`src/rtl/stream_demux_pkg.sv`:
```
// Shared constants, width helpers and default array types for the stream demux slice.
//   sel_width(n) : select width for n channels (at least 1 bit)
//   cnt_width(d) : occupancy width able to hold 0..d
package stream_demux_pkg;

  localparam int unsigned NUM_ELEM_DEF   = 6;
  localparam int unsigned ELEM_WIDTH_DEF = 8;
  localparam int unsigned DEPTH_DEF      = 4;

  function automatic int unsigned sel_width(input int unsigned n);
    return (n > 1) ? $clog2(n) : 1;
  endfunction

  function automatic int unsigned cnt_width(input int unsigned d);
    return $clog2(d + 1);
  endfunction

  localparam int unsigned SEL_W_DEF = sel_width(NUM_ELEM_DEF);
  localparam int unsigned CNT_W_DEF = cnt_width(DEPTH_DEF);

  // Per-channel payload and occupancy arrays at the default configuration.
  typedef logic [NUM_ELEM_DEF-1:0][ELEM_WIDTH_DEF-1:0] data_arr_t;
  typedef logic [NUM_ELEM_DEF-1:0][CNT_W_DEF-1:0]      cnt_arr_t;

endpackage

```
`src/rtl/sync_fifo.sv`:
```
// Single-clock FIFO with extra-MSB pointers; head data is visible while not empty.
//   clk_i, arst_ni     : clock, async active-low reset (flushes pointers)
//   push_i, data_i     : write a word (ignored when full)
//   pop_i, data_o      : consume the head word (ignored when empty)
//   full_o, empty_o    : status from registered pointers only
//   count_o            : occupancy 0..DEPTH
module sync_fifo
  import stream_demux_pkg::*;
#(
  parameter int unsigned WIDTH = 8,
  parameter int unsigned DEPTH = 4
) (
  input  logic                          clk_i,
  input  logic                          arst_ni,
  input  logic                          push_i,
  input  logic [WIDTH-1:0]              data_i,
  input  logic                          pop_i,
  output logic [WIDTH-1:0]              data_o,
  output logic                          full_o,
  output logic                          empty_o,
  output logic [cnt_width(DEPTH)-1:0]   count_o
);

  localparam int unsigned AW = $clog2(DEPTH);
  localparam int unsigned PW = AW + 1;
  localparam int unsigned CW = cnt_width(DEPTH);

  logic [WIDTH-1:0] mem [DEPTH];
  logic [PW-1:0]    wr_ptr;
  logic [PW-1:0]    rd_ptr;
  logic [PW-1:0]    fill;
  logic             do_push;
  logic             do_pop;

  // Extra MSB distinguishes full from empty when the index bits match.
  assign fill    = wr_ptr - rd_ptr;
  assign full_o  = (fill == PW'(DEPTH));
  assign empty_o = (wr_ptr == rd_ptr);
  assign count_o = CW'(fill);
  assign do_push = push_i & ~full_o;
  assign do_pop  = pop_i & ~empty_o;
  assign data_o  = mem[rd_ptr[AW-1:0]];

  // Pointer state.
  always_ff @(posedge clk_i or negedge arst_ni) begin
    if (!arst_ni) begin
      wr_ptr <= '0;
      rd_ptr <= '0;
    end else begin
      if (do_push) wr_ptr <= wr_ptr + PW'(1);
      if (do_pop)  rd_ptr <= rd_ptr + PW'(1);
    end
  end

  // Storage needs no reset: entries are only observed between the pointers.
  always_ff @(posedge clk_i) begin
    if (do_push) mem[wr_ptr[AW-1:0]] <= data_i;
  end

endmodule

```
`src/rtl/stream_demux.sv`:
```
// Flow-controlled 1-to-NUM_ELEM stream demultiplexer with per-channel FIFOs.
//   clk_i, arst_ni            : clock, async active-low reset
//   s_i, bcast_i              : channel select / broadcast-to-all for the input beat
//   i_i, i_valid_i, i_ready_o : input stream (ready depends on full flags and select only)
//   o_o, o_valid_o, o_ready_i : per-channel output streams (data zeroed when not valid)
//   count_o                   : per-channel occupancy
//   drop_o                    : pulses the cycle after an out-of-range beat was discarded
module stream_demux
  import stream_demux_pkg::*;
#(
  parameter int unsigned NUM_ELEM   = NUM_ELEM_DEF,
  parameter int unsigned ELEM_WIDTH = ELEM_WIDTH_DEF,
  parameter int unsigned DEPTH      = DEPTH_DEF
) (
  input  logic                                         clk_i,
  input  logic                                         arst_ni,
  input  logic [sel_width(NUM_ELEM)-1:0]               s_i,
  input  logic                                         bcast_i,
  input  logic [ELEM_WIDTH-1:0]                        i_i,
  input  logic                                         i_valid_i,
  output logic                                         i_ready_o,
  output logic [NUM_ELEM-1:0][ELEM_WIDTH-1:0]          o_o,
  output logic [NUM_ELEM-1:0]                          o_valid_o,
  input  logic [NUM_ELEM-1:0]                          o_ready_i,
  output logic [NUM_ELEM-1:0][cnt_width(DEPTH)-1:0]    count_o,
  output logic                                         drop_o
);

  localparam int unsigned SEL_W = sel_width(NUM_ELEM);

  logic [NUM_ELEM-1:0]                 full;
  logic [NUM_ELEM-1:0]                 empty;
  logic [NUM_ELEM-1:0]                 sel_hit;
  logic [NUM_ELEM-1:0]                 push;
  logic [NUM_ELEM-1:0][ELEM_WIDTH-1:0] head;
  logic                                in_range;
  logic                                accept;
  logic                                drop_q;

  // One-hot select decode; all-zero when s_i names no channel.
  always_comb begin
    sel_hit = '0;
    for (int unsigned k = 0; k < NUM_ELEM; k++) begin
      sel_hit[k] = (s_i == SEL_W'(k));
    end
  end

  assign in_range = |sel_hit;

  // Broadcast is all-or-nothing; out-of-range beats are always taken and dropped.
  always_comb begin
    i_ready_o = 1'b1;
    if (bcast_i)       i_ready_o = ~|full;
    else if (in_range) i_ready_o = ~|(full & sel_hit);
  end

  assign accept = i_valid_i & i_ready_o;

  always_comb begin
    push = '0;
    if (accept) push = bcast_i ? {NUM_ELEM{1'b1}} : sel_hit;
  end

  // Discard indication, registered so it appears the cycle after acceptance.
  always_ff @(posedge clk_i or negedge arst_ni) begin
    if (!arst_ni) drop_q <= 1'b0;
    else          drop_q <= accept & ~bcast_i & ~in_range;
  end

  assign drop_o = drop_q;

  for (genvar g = 0; g < NUM_ELEM; g++) begin : g_chan
    sync_fifo #(
      .WIDTH (ELEM_WIDTH),
      .DEPTH (DEPTH)
    ) u_fifo (
      .clk_i   (clk_i),
      .arst_ni (arst_ni),
      .push_i  (push[g]),
      .data_i  (i_i),
      .pop_i   (o_ready_i[g]),
      .data_o  (head[g]),
      .full_o  (full[g]),
      .empty_o (empty[g]),
      .count_o (count_o[g])
    );

    assign o_valid_o[g] = ~empty[g];
    // Stale storage never leaks onto an idle channel.
    assign o_o[g]       = empty[g] ? '0 : head[g];
  end

endmodule

```
`config.mk`:
```
export PLATFORM = sky130hd
export DESIGN_NAME = stream_demux
export DESIGN_NICKNAME = d
export VERILOG_FILES = /design/src/rtl/stream_demux_pkg.sv /design/src/rtl/sync_fifo.sv /design/src/rtl/stream_demux.sv
export SDC_FILE = /design/constraint.sdc
export NUM_CORES = 1
export LEC_CHECK = 0
export ABC_AREA = 1
export CELL_PAD_IN_SITES_DETAIL_PLACEMENT = 1
export CELL_PAD_IN_SITES_GLOBAL_PLACEMENT = 1
export CORE_ASPECT_RATIO = 1.25
export CORE_MARGIN = 8
export CORE_UTILIZATION = 40
export DETAILED_ROUTE_END_ITERATION = 16
export PLACE_DENSITY = 0.79
export SETUP_SLACK_MARGIN = 0.1
export SLEW_MARGIN = 20
export SYNTH_ARGS = -nofsm -noshare
export SYNTH_HDL_FRONTEND = slang
export SYNTH_SLANG_ARGS = --single-unit
```
`constraint.sdc`:
```
create_clock -name clk_i -period 4.3 [get_ports clk_i]
set_clock_uncertainty 0.1 [all_clocks]
set_input_delay 0.645 -clock clk_i [delete_from_list [all_inputs] [get_ports clk_i]]
set_output_delay 0.645 -clock clk_i [all_outputs]
set_load 0.03 [all_outputs]
```
## Word-level counts from Yosys, hierarchy flattened

Memory sizes are Yosys's and may differ from the RTL's.
Cells that the tools add are included.

| storage, ports and cells | value |
|---|---|
| register bits after elaboration | 37 |
| memory bits (writable) | 192 |
| input port bits | 21 |
| word-level logic and storage cells | 112 |
| memories kept | 6 |

Memory list:

| memory | depth | bits a word | read ports | clocked after memory_dff | write ports | RTL line | RTL |
|---|---|---|---|---|---|---|---|
| g_chan[0].u_fifo.mem | 4 | 8 | 1 | 0 | 1 | sync_fifo.sv:28 | `logic [WIDTH-1:0] mem [DEPTH];` |
| g_chan[1].u_fifo.mem | 4 | 8 | 1 | 0 | 1 | sync_fifo.sv:28 |  |
| g_chan[2].u_fifo.mem | 4 | 8 | 1 | 0 | 1 | sync_fifo.sv:28 |  |
| g_chan[3].u_fifo.mem | 4 | 8 | 1 | 0 | 1 | sync_fifo.sv:28 |  |
| g_chan[4].u_fifo.mem | 4 | 8 | 1 | 0 | 1 | sync_fifo.sv:28 |  |
| g_chan[5].u_fifo.mem | 4 | 8 | 1 | 0 | 1 | sync_fifo.sv:28 |  |

| cells by class | value |
|---|---|
| add/sub/neg operators | 18 |
| equality and inequality tests | 17 |
| multiplexer cells | 22 |
| bitwise gates (word level) | 30 |
| reductions and logical operators | 6 |

Operator list:

| cell | count |
|---|---|
| $mux W8 | 6 |
| $add A3 B1 Y3 const B | 12 |
| $eq A3 B3 Y1 const B | 8 |
| $eq A3 B3 Y1 | 6 |
| $reduce_or A6 Y1 | 3 |
| $sub A3 B3 Y3 | 6 |
| $and A1 B1 Y1 | 15 |
| $mux W1 | 14 |
| $not A1 Y1 | 14 |
| $mux W6 | 2 |
| $and A6 B6 Y6 | 1 |
| $eq A3 B2 Y1 const B | 2 |
| $eq A3 B1 Y1 const B | 1 |
| $logic_not A3 Y1 | 1 |
| $logic_not A1 Y1 | 2 |

## Depth between registers and ports, before layout

| logic depth | value |
|---|---|
| depth after elaboration | 12 |
| mapped depth | 14 |
| mapped depth without buffers | 14 |

## Modules after synthesis

From an unflattened synthesis, not the netlist that was laid out.

| second synthesis, totals | value |
|---|---|
| cells, all modules | 981 |
| area, all modules | 10685.2 um^2 |

By module, submodules not included:

| module | instances | cells each | area an instance (um^2) | seq. area each (um^2) |
|---|---|---|---|---|
| sync_fifo (g_chan[1].u_fifo ...) | 5 | 138 | 1674.1 | 1111.1 |
| sync_fifo (g_chan[0].u_fifo) | 1 | 139 | 1665.3 | 1111.1 |
| stream_demux | 1 | 152 | 649.4 | 25.0 |

## Worst setup path after synthesis

No wires, ideal clock.

| path | value |
|---|---|
| path kind | register to output |
| from | register g_chan[0].u_fifo.rd_ptr[1] |
| to | output o_o[0] in the netlist's numbering |
| arrival time | 2120 ps |
| setup slack | 1435 ps |
| cell stages (with the launch flop) | 7 |
| path buffers | 1 |
| path through | dfrtp_1 > clkbuf_1 > inv_2 > ha_1 > nand4_1 > inv_1 > a21oi_1 |

RTL lines:

| what | RTL line | RTL |
|---|---|---|
| start, declared | sync_fifo.sv:30 | `logic [PW-1:0] rd_ptr;` |
| start signal, assigned | sync_fifo.sv:51 | `if (do_pop) rd_ptr <= rd_ptr + PW'(1);` |
| end, declared | stream_demux.sv:22 | `output logic [NUM_ELEM-1:0][ELEM_WIDTH-1:0] o_o,` |

==> results by group <==
Status
  – Status: finished clean

Synthesis
  – Number of synthesized register bits: 229
  – Post-Synthesis Net Count: 1029
  – Cell variety after synth: 19
  – Post-synthesis area per instance: 10.73 um2
  – Synth area leaders: edfxtp_1, dfrtp_1, nor2_1
  – Yosys warning count: 0
  – Syn Inst Count: 960
  – Sequential area share after synthesis: 64.95%
  – Top cell type by total area after synthesis: edfxtp_1
  – Synthesized area: between 10000 and 15000 um2
  – Post-synth top area share: between 50% and 60%

Timing
  – Slew Viols, Final: 0
  – Post-route minimum period: 3.789 ns
  – Max_slew headroom: between 30% and 40%
  – Sum of negative setup slack: 0 ns
  – Worst-Margin Slew: 0.9428 ns
  – RSZ-0062 raised after global routing: false
  – Final Hold Viols: 0
  – Setup Viol. Count Final: 0
  – Max Clock Freq: 263.9 MHz
  – Tcrit/Tclk final: between 80% and 90%
  – PnR worst setup slack: 0.5112 ns

Clock tree
  – Worst-Skew Late Latency: 0.50 ns
  – H-tree lvl count: 1
  – # Post-CTS Setup Buffers: 0
  – Total CTS buffers: 23
  – Clock sinks: 229
  – Root buf cell: clkbuf_16
  – CTS clock-pin slew for the worst setup and hold paths: 0.06 ns
  – CTS tree: done
  – Max Root-Sink Buffers: 3

Routing
  – Initial DRC count: 351
  – Final wirelength: ~28000 um
  – Vias/cell: a little over 5
  – Average routed wire per standard cell: 19.66 um
  – Detailed-route DRC error count: 0
  – TritonRoute pass-1 iters: 4
  – Vias post-DR: 7216
  – Post-DRT Antenna Nets: 0

Worst setup path
  – Data required, critical path: 3.56 ns
  – Setup CP Type: reg2out
  – RR Startpoint: g_chan[5].u_fifo.rd_ptr[0]$_DFFE_PN0P_
  – Worst-path maximum fanout: 11
  – FF-to-FF setup slack: 0.62 ns
  – Crit path DAT: just over 3 ns
  – Nature of the critical path startpoint: flip-flop
  – CP Capture Type: output pin
  – Reg2reg end: g_chan[2].u_fifo.mem[2][4]$_DFFE_PP_
  – Reg2Reg Depth: 12

Global routing
  – Gr usage total: 17.87%
  – Initial antenna violation count: 1
  – Vias in the first global route: 7887
  – Largest net degree at the start of global routing: 38
  – First-pass GRT wire length: ~44000 um
  – GR Overflow Total: 0

Cells and area
  – Register area: 6695 um2
  – FILL cells: 2732
  – Layout cells sized above 1: 6.273%
  – Area occupied by multi-input gates: about 3100 um2
  – Nets: 1137
  – Area growth syn-to-layout: 20.54%

Floorplanning
  – Core area: 25290 um2
  – Die area: 31180 um2
  – Die Span Y: 195.4 um
  – Starting Density: 40.73%
  – Row count: 65
  – Die width: 159.5 um
  – Ports: 95

Placement
  – Dpl ws: 0.4921 ns
  – PortBufs: 94
  – Post-DP HPWL: roughly 19000 um
  – Gpl congestion: 0.8663

Min path
  – Min-delay worst type: in2async

Flow run
  – Max-Cap Viols: 0
## cells by family after synthesis
group	Yosys count	synth area share, %
buf+inv	124	4.591
simple gates	390	15.33
flops	229	64.95
fa+ha+maj	48	6.267
xor+xnor	18	1.530
compound gates	151	7.335
## state kept, by name, indices dropped and copies added (netlist names)
signal	cells
g_chan.u_fifo.mem	192
g_chan.u_fifo.rd_ptr	18
g_chan.u_fifo.wr_ptr	18
drop_o	1
## worst max path at each step
stage / startpoint / to / slack (ns) / cells after the start
2_1_floorplan: g_chan[0].u_fifo.rd_ptr[1]$_DFFE_PN0P_ / o_o[0] / 1.43 / 6
3_3_place_gp: g_chan[0].u_fifo.rd_ptr[0]$_DFFE_PN0P_ / g_chan[5].u_fifo.mem[1][1]$_DFFE_PP_ / 0.70 / 12
3_5_place_dp: g_chan[0].u_fifo.rd_ptr[0]$_DFFE_PN0P_ / g_chan[2].u_fifo.mem[2][4]$_DFFE_PP_ / 0.49 / 12
4_1_cts: g_chan[2].u_fifo.rd_ptr[0]$_DFFE_PN0P_ / i_ready_o / 0.11 / 10
5_1_grt: g_chan[1].u_fifo.wr_ptr[0]$_DFFE_PN0P_ / g_chan[2].u_fifo.mem[2][4]$_DFFE_PP_ / 0.30 / 13
6_report: g_chan[1].u_fifo.rd_ptr[1]$_DFFE_PN0P_ / o_o[14] / 0.51 / 6
## layer usage
layer  part of all wire (%)  vias up  track usage, %
li1                       -     3448               -
met5                  0.032        -               0
met3                    4.0       43           3.157
met2                     51      141           31.67
met4                    2.3        2           5.355
met1                     43     3582           21.81
## Yosys cell counts
cell	count
nor2_1	229
edfxtp_1	192
nand2_1	97
o21ai_0	97
inv_1	89
a21oi_1	54
ha_1	42
dfrtp_1	37
nand3_1	33
clkbuf_1	27
nand4_1	21
xor2_1	18
fa_1	6
inv_2	6
nor3_1	4
or2_2	4
buf_4	2
nand2_2	1
nand3b_1	1
## final cells by class
type	instances	area share, %
flip-flops and latches	229	53.91
diodes	1	0.02015
repair buffers	112	8.645
inverters	95	2.872
multi-input cells	607	25.27
clock buffers	28	4.947
clock inverters	13	0.9572
well taps	335	3.375
## cell usage in the layout, fill, tap and decap left out, types with 33 or more instances in the layout
master / instances
nor2_1: 229
edfxtp_1: 192
nand2_1: 97
o21ai_0: 97
clkdlybuf4s50_1: 92
inv_1: 89
a21oi_1: 54
ha_1: 42
dfrtp_1: 34
nand3_1: 33
## critical path: stages (launching register included)
cell and delay [ns]:
dfrtp_1 0.64, inv_2 0.21, ha_1 0.34, nand4_1 0.20, inv_1 0.20, a21oi_1 0.24, clkdlybuf4s50_1 0.72
## timing repair
item | CTS | global route
gates resized for setup | 2 | 2
hold buffers | 0 | 0
setup endpoints to repair | 1 | 1
cloned | 0 | 0
pin swaps | 0 | 0
## through the flow
step	area, um2	hold WS, ns	std cells	utilization [%]
global route	12420	0.2449	1419	49.09
global placement	11680	0.4163	1378	46.16
floorplan	10300	0.2494	960	-
CTS	12410	0.2064	1419	49.07
finish	12420	0.1854	1420	49.10
detailed placement	11680	0.4296	1378	46.16
Power is left out: the tool's default activity adds up to more than one toggle a clock period on the data nets, which glitch-free logic cannot reach.
